`config.mk`:
```
export PLATFORM = sky130hd
export DESIGN_NAME = lcd_timing_ctrl_flat
export DESIGN_NICKNAME = d
export VERILOG_FILES = /design/src/rtl/lcd_timing_pkg.sv /design/src/rtl/lcd_timing_ctrl_if.sv /design/src/rtl/lcd_axis_counter.sv /design/src/rtl/lcd_timing_ctrl.sv /design/src/flat_wrapper.sv
export SDC_FILE = /design/constraint.sdc
export NUM_CORES = 1
export LEC_CHECK = 0
export ABC_AREA = 1
export BUFFER_PORTS_ARGS = -buffer_cell sky130_fd_sc_hd__clkbuf_2
export CAP_MARGIN = 20
export CORE_ASPECT_RATIO = 0.75
export CORE_MARGIN = 10
export CORE_UTILIZATION = 50
export CTS_BUF_LIST = sky130_fd_sc_hd__clkbuf_4 sky130_fd_sc_hd__clkbuf_8 sky130_fd_sc_hd__clkbuf_16
export CTS_CLUSTER_SIZE = 25
export DETAILED_ROUTE_END_ITERATION = 8
export PLACE_DENSITY = 0.69
export SLEW_MARGIN = 10
export SYNTH_ARGS = -nofsm -noshare
export SYNTH_HDL_FRONTEND = slang
export SYNTH_SLANG_ARGS = --single-unit
```
`constraint.sdc`:
```
create_clock -name clk -period 2.6 [get_ports clk]
set_input_delay 0.39 -clock clk [delete_from_list [all_inputs] [get_ports clk]]
set_output_delay 0.39 -clock clk [all_outputs]
set_load 0.02 [all_outputs]
```
`src/rtl/lcd_timing_pkg.sv`:
```
// Shared timing constants, derived totals and types for the 800x480 LCD timing controller.
package lcd_timing_pkg;

  localparam int unsigned DEF_H_ACTIVE  = 800;
  localparam int unsigned DEF_H_SYNC    = 1;
  localparam int unsigned DEF_H_BP      = 46;
  localparam int unsigned DEF_H_FP      = 209;
  localparam int unsigned DEF_V_ACTIVE  = 480;
  localparam int unsigned DEF_V_SYNC    = 1;
  localparam int unsigned DEF_V_BP      = 23;
  localparam int unsigned DEF_V_FP      = 21;
  localparam int unsigned DEF_GREST_DLY = 1000;

  localparam int unsigned DEF_H_TOTAL = DEF_H_SYNC + DEF_H_BP + DEF_H_ACTIVE + DEF_H_FP;
  localparam int unsigned DEF_V_TOTAL = DEF_V_SYNC + DEF_V_BP + DEF_V_ACTIVE + DEF_V_FP;
  localparam int unsigned DEF_H_START = DEF_H_SYNC + DEF_H_BP;
  localparam int unsigned DEF_H_STOP  = DEF_H_START + DEF_H_ACTIVE;
  localparam int unsigned DEF_V_START = DEF_V_SYNC + DEF_V_BP;
  localparam int unsigned DEF_V_STOP  = DEF_V_START + DEF_V_ACTIVE;

  localparam int HCNT_W = 11;
  localparam int VCNT_W = 10;
  localparam int X_W    = 10;
  localparam int Y_W    = 9;

  typedef enum logic {
    ST_IDLE = 1'b0,
    ST_RUN  = 1'b1
  } state_t;

  // Everything the panel and the pixel datapath see, registered as one word.
  typedef struct packed {
    logic           hd;
    logic           vd;
    logic           den;
    logic           pix_req;
    logic [X_W-1:0] x_next;
    logic [Y_W-1:0] y_next;
    logic           frame_start;
    logic           running;
  } panel_t;

  localparam panel_t PANEL_RESET = '{
    hd:          1'b1,
    vd:          1'b1,
    den:         1'b0,
    pix_req:     1'b0,
    x_next:      '0,
    y_next:      '0,
    frame_start: 1'b0,
    running:     1'b0
  };

endpackage

```
`src/rtl/lcd_timing_ctrl_if.sv`:
```
// Panel timing and pixel look-ahead signals between the timing controller and its consumers.
interface lcd_timing_ctrl_if;
  import lcd_timing_pkg::*;

  logic           ena;
  logic           nclk;
  logic           grest;
  logic           hd;
  logic           vd;
  logic           den;
  logic           pix_ce;
  logic           pix_req;
  logic [X_W-1:0] x_next;
  logic [Y_W-1:0] y_next;
  logic           frame_start;
  logic           running;

  modport master (
    input  ena,
    output nclk, grest, hd, vd, den, pix_ce, pix_req,
    output x_next, y_next, frame_start, running
  );

  modport slave (
    output ena,
    input  nclk, grest, hd, vd, den, pix_ce, pix_req,
    input  x_next, y_next, frame_start, running
  );

endinterface

```
`src/rtl/lcd_axis_counter.sv`:
```
// One axis (H or V) of the raster: position counter plus sync/window decode for the
// current position and for the position after the next advance.
module lcd_axis_counter
  import lcd_timing_pkg::*;
#(
  parameter int unsigned SYNC   = DEF_H_SYNC,
  parameter int unsigned BP     = DEF_H_BP,
  parameter int unsigned ACTIVE = DEF_H_ACTIVE,
  parameter int unsigned FP     = DEF_H_FP,
  parameter int          CW     = HCNT_W,
  parameter int          IW     = X_W
) (
  input  logic          clk,
  input  logic          rst_n,
  input  logic          advance,
  output logic [CW-1:0] count,
  output logic          wrap,
  output logic          sync,
  output logic          window,
  output logic          next_window,
  output logic [IW-1:0] next_index
);

  localparam int unsigned TOTAL = SYNC + BP + ACTIVE + FP;
  localparam int unsigned START = SYNC + BP;
  localparam int unsigned STOP  = START + ACTIVE;

  localparam logic [CW-1:0] LAST_C  = CW'(TOTAL - 1);
  localparam logic [CW-1:0] SYNC_C  = CW'(SYNC);
  localparam logic [CW-1:0] START_C = CW'(START);
  localparam logic [CW-1:0] STOP_C  = CW'(STOP);

  logic [CW-1:0] next_count;

  assign wrap        = (count == LAST_C);
  assign next_count  = wrap ? '0 : count + CW'(1);
  assign sync        = (count < SYNC_C);
  assign window      = (count >= START_C) && (count < STOP_C);
  assign next_window = (next_count >= START_C) && (next_count < STOP_C);
  assign next_index  = IW'(next_count - START_C);

  // NOTE: flops use non-blocking assignments so every register samples pre-edge values.
  always_ff @(posedge clk or negedge rst_n) begin
    if (!rst_n) begin
      count <= '0;
    end else if (advance) begin
      count <= next_count;
    end
  end

endmodule

```
`src/rtl/lcd_timing_ctrl.sv`:
```
// LCD timing controller: NCLK divider, GREST release delay, IDLE/RUN sequencing and the
// registered HD/VD/DEN plus one-pixel look-ahead for the RGB datapath.
module lcd_timing_ctrl
  import lcd_timing_pkg::*;
#(
  parameter int unsigned H_ACTIVE  = DEF_H_ACTIVE,
  parameter int unsigned H_SYNC    = DEF_H_SYNC,
  parameter int unsigned H_BP      = DEF_H_BP,
  parameter int unsigned H_FP      = DEF_H_FP,
  parameter int unsigned V_ACTIVE  = DEF_V_ACTIVE,
  parameter int unsigned V_SYNC    = DEF_V_SYNC,
  parameter int unsigned V_BP      = DEF_V_BP,
  parameter int unsigned V_FP      = DEF_V_FP,
  parameter int unsigned GREST_DLY = DEF_GREST_DLY
) (
  input  logic               clk,
  input  logic               rst_n,
  lcd_timing_ctrl_if.master  bus
);

  localparam int                GREST_W    = $clog2(GREST_DLY) + 1;
  localparam logic [GREST_W-1:0] GREST_LAST = GREST_W'(GREST_DLY - 1);
  localparam logic [VCNT_W-1:0]  V_START_C  = VCNT_W'(V_SYNC + V_BP);

  logic               nclk_q;
  logic               tick;
  logic               grest_q;
  logic [GREST_W-1:0] grest_cnt;
  state_t             state_q, state_d;
  panel_t             out_q, out_d;
  logic               load;
  logic               at_origin;
  logic               req;

  logic [HCNT_W-1:0]  h_count;
  logic               h_wrap, h_sync, h_window, h_next_window;
  logic [X_W-1:0]     h_next_index;
  logic [VCNT_W-1:0]  v_count;
  logic               v_wrap_unused, v_sync, v_window, v_next_window;
  logic [Y_W-1:0]     v_next_index;

  // The tick is the CLK cycle in which NCLK is high; panel outputs move as NCLK falls.
  assign tick = nclk_q;

  always_ff @(posedge clk or negedge rst_n) begin
    if (!rst_n) begin
      nclk_q <= 1'b0;
    end else begin
      nclk_q <= ~nclk_q;
    end
  end

  always_ff @(posedge clk or negedge rst_n) begin
    if (!rst_n) begin
      grest_cnt <= '0;
      grest_q   <= 1'b0;
    end else if (!grest_q) begin
      if (grest_cnt == GREST_LAST) begin
        grest_q <= 1'b1;
      end else begin
        grest_cnt <= grest_cnt + GREST_W'(1);
      end
    end
  end

  // Counters run one position ahead of the registered outputs, so their "current"
  // decode is the position being entered and their "next" decode is the look-ahead.
  lcd_axis_counter #(
    .SYNC(H_SYNC), .BP(H_BP), .ACTIVE(H_ACTIVE), .FP(H_FP), .CW(HCNT_W), .IW(X_W)
  ) u_h (
    .clk         (clk),
    .rst_n       (rst_n),
    .advance     (load),
    .count       (h_count),
    .wrap        (h_wrap),
    .sync        (h_sync),
    .window      (h_window),
    .next_window (h_next_window),
    .next_index  (h_next_index)
  );

  lcd_axis_counter #(
    .SYNC(V_SYNC), .BP(V_BP), .ACTIVE(V_ACTIVE), .FP(V_FP), .CW(VCNT_W), .IW(Y_W)
  ) u_v (
    .clk         (clk),
    .rst_n       (rst_n),
    .advance     (load && h_wrap),
    .count       (v_count),
    .wrap        (v_wrap_unused),
    .sync        (v_sync),
    .window      (v_window),
    .next_window (v_next_window),
    .next_index  (v_next_index)
  );

  assign at_origin = (h_count == '0) && (v_count == '0);

  always_ff @(posedge clk or negedge rst_n) begin
    if (!rst_n) begin
      state_q <= ST_IDLE;
      out_q   <= PANEL_RESET;
    end else begin
      state_q <= state_d;
      out_q   <= out_d;
    end
  end

  // NOTE: every signal driven here gets a default first, so no latch can be inferred.
  always_comb begin
    state_d             = state_q;
    out_d               = out_q;
    out_d.frame_start   = 1'b0;
    load                = 1'b0;
    req                 = 1'b0;

    if (tick) begin
      unique case (state_q)
        ST_IDLE: begin
          if (bus.ena && grest_q) begin
            state_d = ST_RUN;
            load    = 1'b1;
          end
        end
        ST_RUN: begin
          // Counters back at the origin means the frame just finished.
          if (at_origin && !bus.ena) begin
            state_d       = ST_IDLE;
            out_d.hd      = 1'b1;
            out_d.vd      = 1'b1;
            out_d.den     = 1'b0;
            out_d.pix_req = 1'b0;
            out_d.running = 1'b0;
          end else begin
            load = 1'b1;
          end
        end
        default: state_d = ST_IDLE;
      endcase
    end

    if (load) begin
      req               = h_next_window && (h_wrap ? v_next_window : v_window);
      out_d.hd          = ~h_sync;
      out_d.vd          = ~v_sync;
      out_d.den         = h_window && v_window;
      out_d.running     = 1'b1;
      out_d.frame_start = at_origin;
      out_d.pix_req     = req;
      if (req) begin
        out_d.x_next = h_next_index;
        out_d.y_next = h_wrap ? v_next_index : Y_W'(v_count - V_START_C);
      end
    end
  end

  assign bus.nclk        = nclk_q;
  assign bus.pix_ce      = nclk_q;
  assign bus.grest       = grest_q;
  assign bus.hd          = out_q.hd;
  assign bus.vd          = out_q.vd;
  assign bus.den         = out_q.den;
  assign bus.pix_req     = out_q.pix_req;
  assign bus.x_next      = out_q.x_next;
  assign bus.y_next      = out_q.y_next;
  assign bus.frame_start = out_q.frame_start;
  assign bus.running     = out_q.running;

endmodule

```
`src/flat_wrapper.sv`:
```
// flat-port wrapper written by rule: the top's interface ports become plain ports
module lcd_timing_ctrl_flat import lcd_timing_pkg::*;
#(
  parameter int unsigned H_ACTIVE  = DEF_H_ACTIVE,
  parameter int unsigned H_SYNC    = DEF_H_SYNC,
  parameter int unsigned H_BP      = DEF_H_BP,
  parameter int unsigned H_FP      = DEF_H_FP,
  parameter int unsigned V_ACTIVE  = DEF_V_ACTIVE,
  parameter int unsigned V_SYNC    = DEF_V_SYNC,
  parameter int unsigned V_BP      = DEF_V_BP,
  parameter int unsigned V_FP      = DEF_V_FP,
  parameter int unsigned GREST_DLY = DEF_GREST_DLY
)
  (clk, rst_n, bus_ena, bus_nclk, bus_grest, bus_hd, bus_vd, bus_den, bus_pix_ce, bus_pix_req, bus_x_next, bus_y_next, bus_frame_start, bus_running);
  lcd_timing_ctrl_if bus_i ();
  input  logic clk;
  input  logic rst_n;
  input wire logic [$bits(bus_i.ena)-1:0] bus_ena;
  output wire logic [$bits(bus_i.nclk)-1:0] bus_nclk;
  output wire logic [$bits(bus_i.grest)-1:0] bus_grest;
  output wire logic [$bits(bus_i.hd)-1:0] bus_hd;
  output wire logic [$bits(bus_i.vd)-1:0] bus_vd;
  output wire logic [$bits(bus_i.den)-1:0] bus_den;
  output wire logic [$bits(bus_i.pix_ce)-1:0] bus_pix_ce;
  output wire logic [$bits(bus_i.pix_req)-1:0] bus_pix_req;
  output wire logic [$bits(bus_i.x_next)-1:0] bus_x_next;
  output wire logic [$bits(bus_i.y_next)-1:0] bus_y_next;
  output wire logic [$bits(bus_i.frame_start)-1:0] bus_frame_start;
  output wire logic [$bits(bus_i.running)-1:0] bus_running;
  assign bus_i.ena = bus_ena;
  assign bus_nclk = bus_i.nclk;
  assign bus_grest = bus_i.grest;
  assign bus_hd = bus_i.hd;
  assign bus_vd = bus_i.vd;
  assign bus_den = bus_i.den;
  assign bus_pix_ce = bus_i.pix_ce;
  assign bus_pix_req = bus_i.pix_req;
  assign bus_x_next = bus_i.x_next;
  assign bus_y_next = bus_i.y_next;
  assign bus_frame_start = bus_i.frame_start;
  assign bus_running = bus_i.running;
  lcd_timing_ctrl #(.H_ACTIVE(H_ACTIVE), .H_SYNC(H_SYNC), .H_BP(H_BP), .H_FP(H_FP), .V_ACTIVE(V_ACTIVE), .V_SYNC(V_SYNC), .V_BP(V_BP), .V_FP(V_FP), .GREST_DLY(GREST_DLY)) u_core (.clk(clk), .rst_n(rst_n), .bus(bus_i));
endmodule
```
# Yosys cells after proc, flatten, opt, wreduce, memory -nomap -nowiden
# Index checks and enable logic that the tools add are counted.
[totals]
in_bits = 3
elab_cells = 76
out_inout_bits = 28
ff_bits = 60
[op_classes]
addsub = 6
mux = 18
n_eq_ne = 3
reduce_logical = 19
n_bitwise = 6
order_cmp = 10
[ops]
columns = ["cell", "n"]
rows = [
  ["two-way mux 25 bit", 1],
  ["adder 11 x 1 -> 11 bit (second input constant)", 2],
  [">= comparator 11 x 6 -> 1 bit (second input constant)", 2],
  ["< comparator 11 x 10 -> 1 bit (second input constant)", 2],
  [">= comparator 10 x 5 -> 1 bit (second input constant)", 2],
  ["< comparator 10 x 9 -> 1 bit (second input constant)", 2],
  ["two-way mux 19 bit", 1],
  ["subtractor 9 x 5 -> 9 bit (second input constant)", 2],
  ["two-way mux 4 bit", 3],
  ["equality test 11 x 10 -> 1 bit (second input constant)", 1],
  ["equality test 11 bit (second input constant)", 1],
  ["zero test 11 bit", 1],
  ["< comparator 11 x 1 -> 1 bit (second input constant)", 1],
  ["two-way mux 11 bit", 1],
  ["adder 10 x 1 -> 10 bit (second input constant)", 1],
  ["equality test 10 bit (second input constant)", 1],
  ["logical AND 1 bit", 10],
  ["zero test 10 bit", 1],
  ["< comparator 10 x 1 -> 1 bit (second input constant)", 1],
  ["two-way mux 10 bit", 1],
  ["subtractor 10 x 6 -> 10 bit (second input constant)", 1],
  ["two-way mux 1 bit", 9],
  ["two-way mux 9 bit", 1],
  ["inverter 1 bit", 6],
  ["other kinds (5)", 8],
]

# Depth between registers and ports, before layout
[depth]
ltp_word = 8
mapped_depth = 15

# Modules after synthesis
# From an unflattened synthesis, not the netlist that was laid out.
[unflattened]
cells_unflattened = 563
hier_area_um2 = 3993.8
[modules_own_cells]
columns = ["module", "cells_per_inst", "area_per_inst_um2", "seq_area_each_um2", "n_inst"]
rows = [
  ["lcd_timing_ctrl", 265, 2079.5, 978.4, 1],
  ["lcd_axis_counter (u_core.u_h)", 167, 1032.2, 275.3, 1],
  ["lcd_axis_counter (u_core.u_v)", 131, 882.1, 250.2, 1],
]

# Worst setup path after synthesis
# OpenSTA, ideal clock, no wires.
[synth_path]
path_type = "register to register"
startpoint = "reg u_core.u_h.count[1]"
endpoint = "reg u_core.out_q, in the netlist u_core.bus.y_next[7]"
t_required_ps = 2484
period_less_slack_ps = 2069
t_arrival_ps = 1952
path_slack_ps = 531
stages_incl_launch_ff = 15
n_path_buf = 0
path_cell_list = "dfrtp_1 > ha_1 > nand2_4 > nor2_8 > nand2_1 > nor2_1 > inv_1 > nand2_1 > nand2_1 > ha_1 > inv_1 > nand3_1 > xor2_1 > nand2_1 > nand2_1"
[synth_between]
elab_chain_len = 7
elab_cells_between_ends = 16
[synth_rtl]
columns = ["item", "line", "rtl"]
rows = [
  ["from (decl)", "lcd_axis_counter.sv:16", "output logic [CW-1:0] count,"],
  ["from (signal assigned)", "lcd_axis_counter.sv:47", "count <= next_count;"],
  ["branches (longest 7 deep; another with adder 11 x 1 -> 11 bit)", "--", ""],
  ["to (signal assigned)", "lcd_timing_ctrl.sv:104", "out_q <= out_d;"],
  ["to (decl)", "lcd_timing_ctrl.sv:30", "panel_t out_q, out_d;"],
]
# Parallel ways; which one is timed is not known.
# A chain may end at the register's enable or synchronous reset.

# Worst setup path after layout
[layout_path]
startpoint = "reg u_core.u_h.count[1]"
endpoint = "reg u_core.out_q, in the netlist u_core.bus.y_next[5]"
# The elaborated chain is that of the path after synthesis.

==> impl_summary.txt <==
----------------------------------------------------
[Pwr]
  Internal Power ... 1.64 mW
  Seq pwr share ... 45.9%
  Net switching fraction of the power ... 19.5%
  Fraction of power consumed by the clock network ... 52.9%
  Pwr Density ... 490 mW/mm^2
  NetSw ... 395 uW
  Post-route total power ... 2.03 mW
  Reported leakage power ... 2.17 nW
  Combinational power share ... 1.2%
  Worst IR drop on VDD ... 374 uV

[CTS]
  Clock tree from TritonCTS ... done
  Level count of the clock H-tree ... 3
  Clock transition at the registers of the reported paths ... 0.07 ns
  Num CTS Buffers ... 9
  Root Driver ... clkbuf_8
  Hold-fix buffer count after cts ... 0
  Number of gates given a new drive strength after cts ... 0
  Setup Fix Bufs, Post-CTS ... 0
  TritonCTS Sinks ... 60
  Number of buffers on the longest clock path ... 2
  Clock latency at the later pin of the worst-skew pair ... 0.34 ns

[Detailed routing]
  Routed vias ... 3,117
  Final Routed Wirelength ... 8.21 mm
  Post-route ant nets ... 0
  Remaining design rule violation count ... 0
  First-iteration detailed-routing DRC count ... 220
  Post-DR vias/cell ... 4.97
  First-pass detailed-route iteration total ... 5
  Wire length per cell after detailed routing ... 13.1 um

[Timing]
  RSZ-0062 raised after global routing ... false
  Slack of the critical path ... 0.299 ns
  Final hold vios ... 0
  Final setup violation count ... 0
  Max frequency ... 0.435 GHz
  Setup TNS ... 0 ns
  Worst Max-Slew Pin Slew ... 0.706 ns
  Headroom to the max-slew limit ... 53.0%
  Max-slew violations ... 0
  Final Critical Period ... 2.30 ns
  Final cycle utilization of the critical path ... 88.5%
  Setup clock skew after layout ... 0.00869 ns

[Global route]
  Wire length of the first global-routing pass ... 14.0 mm
  Antenna violations before repair ... 0
  Largest net degree at the start of global routing ... 35
  Congestion Overflow GR ... 0
  Global-route usage over all layers ... 15.2%
  Via count of the first global-routing pass ... 2,896

[Job]
  Maxcap violations ... 0

[Placed design]
  Half-perimeter wire length after placement ... 6.16 mm
  Minimum setup slack after placement ... 0.315 ns
  Number of input and output port buffers inserted ... 30
  Gpl congestion ... 0.912

[Synth]
  Post-Syn Area ... 0.00364 mm^2
  Multiplexer share of the synthesized area ... 0.310%
  Dominant combinational cell family by area after synthesis ... simple AND/OR/NAND/NOR gates
  Compound-cell area share of the yosys netlist ... 8.08%
  Post-Syn Instances ... 489
  Syn. warnings ... 0
  Post-synthesis area per instance ... 7.44 um^2
  Library cell occupying the most area in the post-synthesis netlist ... dfrtp_1
  Share of synthesized cell area in and, or, nand and nor gates ... 35.4%
  Main area contributors after synthesis ... dfrtp_1 40%, nand2_1 18%, inv_1 5.7%
  Sequential fraction of the synthesis area ... 41.3%
  Area share of fa/ha/maj cells after synthesis ... 2.75%
  Library cell with the highest instance count after synthesis ... nand2_1
  Net Count, Synth ... 500
  Total of flip-flops plus latches after synthesis ... 60
  Library cells used by synthesis ... 38
  Leading post-synthesis cells by instance count ... 175 x nand2_1, 58 x dfrtp_1, 55 x inv_1
  Async S/R FF share, synth ... 100%
  Most common flop cell mapped by yosys ... dfrtp_1
  Count of flip-flops with a built-in enable after synthesis ... 0
  Area share of the leading cell type in the synthesized netlist ... 39.9%
  Xor/xnor share of the synthesized area ... 4.09%

[Die]
  Core area ... 0.00693 mm^2
  Placement Rows ... 26
  X dimension of the die ... 118 um
  Effective utilization at floorplan ... 52.5%
  Die area ... 0.0111 mm^2
  Chip height ... 93.9 um
  Number of placed I/O pins ... 31

[Worst setup path]
  Crit path required time ... 2.88 ns
  Critical setup path kind ... reg2reg
  Data arrival time at the worst-slack endpoint ... 2.58 ns
  Maximum fanout along the worst path ... 19
  Critical path capture point type ... register
  CP startpoint kind ... register

[Finish]
  Final layout net count ... 535
  Area Growth Syn to Fin ... 13.9%
  Fraction of layout instances using a drive strength above 1 ... 15.9%
  Final antenna diode count ... 0

[Outcome]
  Status ... finished clean

[Min path]
  Class of the most critical hold timing path ... in2async

----------------------------------------------------
final timing paths:
kind,startpoint,endpoint,slack [ns],cells past startpoint
max in group asynchronous,rst_n,u_core.bus.y_next[0],1.88,2
min reg2reg,u_core.bus.y_next[8],u_core.bus.y_next[8],0.48,2
max,u_core.u_h.count[1],u_core.bus.y_next[5],0.30,12
min,rst_n,u_core.bus.pix_req,0.09,1
min in group clk,bus_ena,u_core.bus.running,0.41,3
max reg2reg,u_core.u_h.count[1],u_core.bus.y_next[5],0.30,12
per-layer routing:
metal,track usage (%),wire [um],up-vias
li1,-,-,1612
met1,22.4,4400,1404
met2,20.6,3180,91
met3,4.32,543,10
met4,5.17,86,0
met5,0,0,-
sequential cells by signal, summed over array words and instances (netlist names):
name	count
u_core.grest_cnt	11
u_core.u_h.count	11
u_core.bus.x_next	10
u_core.u_v.count	10
u_core.bus.y_next	9
u_core.bus.den	1
u_core.bus.frame_start	1
u_core.bus.grest	1
u_core.bus.hd	1
u_core.bus.nclk	1
u_core.bus.pix_req	1
u_core.bus.running	1
u_core.bus.vd	1
u_core.state_q	1
cell families (layout without fill, tap and decap cells):
group / count (synthesis) / after routing
and+or+nand+nor: 284 / 284
adders and majority gates: 8 / 8
muxes: 1 / 1
AOI/OAI and AO/OA: 50 / 50
DFF: 60 / 60
buffers and inverters: 69 / 109
xor gates and xnor gates: 17 / 17
final cells by class:
cell class / instances / area, um^2
clock buffer: 12 / 159
clock inverter: 4 / 95.1
fill: 678 / 2790
inverter: 58 / 220
multi-input combinational: 360 / 1840
sequential: 60 / 1500
tap: 98 / 123
timing repair buffer: 35 / 200
power by group through the flow:
stage               sequential, mW  combinational, mW  clock (mW)
global route                 0.932             0.0276        1.13
floorplan                    0.951          0.0000203           0
detailed placement           0.951             0.0254           0
finish                       0.933             0.0236        1.07
global placement             0.951             0.0250           0
CTS                          0.933             0.0254        1.09
critical path, cell delays in order, from the launching register on:
cell,delay (ns)
dfrtp_1,0.40
ha_1,0.26
nand2_4,0.11
nor2_8,0.20
nand3_4,0.20
nand3_2,0.20
nor2_1,0.08
nor2_1,0.15
nand3_1,0.09
nand3_1,0.14
buf_4,0.25
nand2_1,0.07
nand2_1,0.07
cells in the final DEF, fill, tap and decap left out, types with 7 or more instances in the layout:
cell | netlist | routed
nand3_1 | 23 | 23
clkbuf_2 | 0 | 30
a21oi_1 | 13 | 13
xor2_1 | 14 | 14
inv_1 | 55 | 55
o21ai_0 | 23 | 23
ha_1 | 8 | 8
clkbuf_8 | 0 | 11
nor2_1 | 43 | 43
nand2_2 | 7 | 7
nand4_1 | 11 | 11
nand2_1 | 175 | 175
dfrtp_1 | 58 | 58
through the flow:
stage	util, %	cell area, um^2	hold slack (ns)	std cells
global route	59.8	4140	0.137	627
finish	59.8	4140	0.0918	627
floorplan	-	3640	0.0944	489
global placement	56.1	3890	0.461	611
CTS	59.8	4140	0.101	627
detailed placement	56.1	3890	0.465	611
Note: power is estimated with default switching activity, not from simulation.
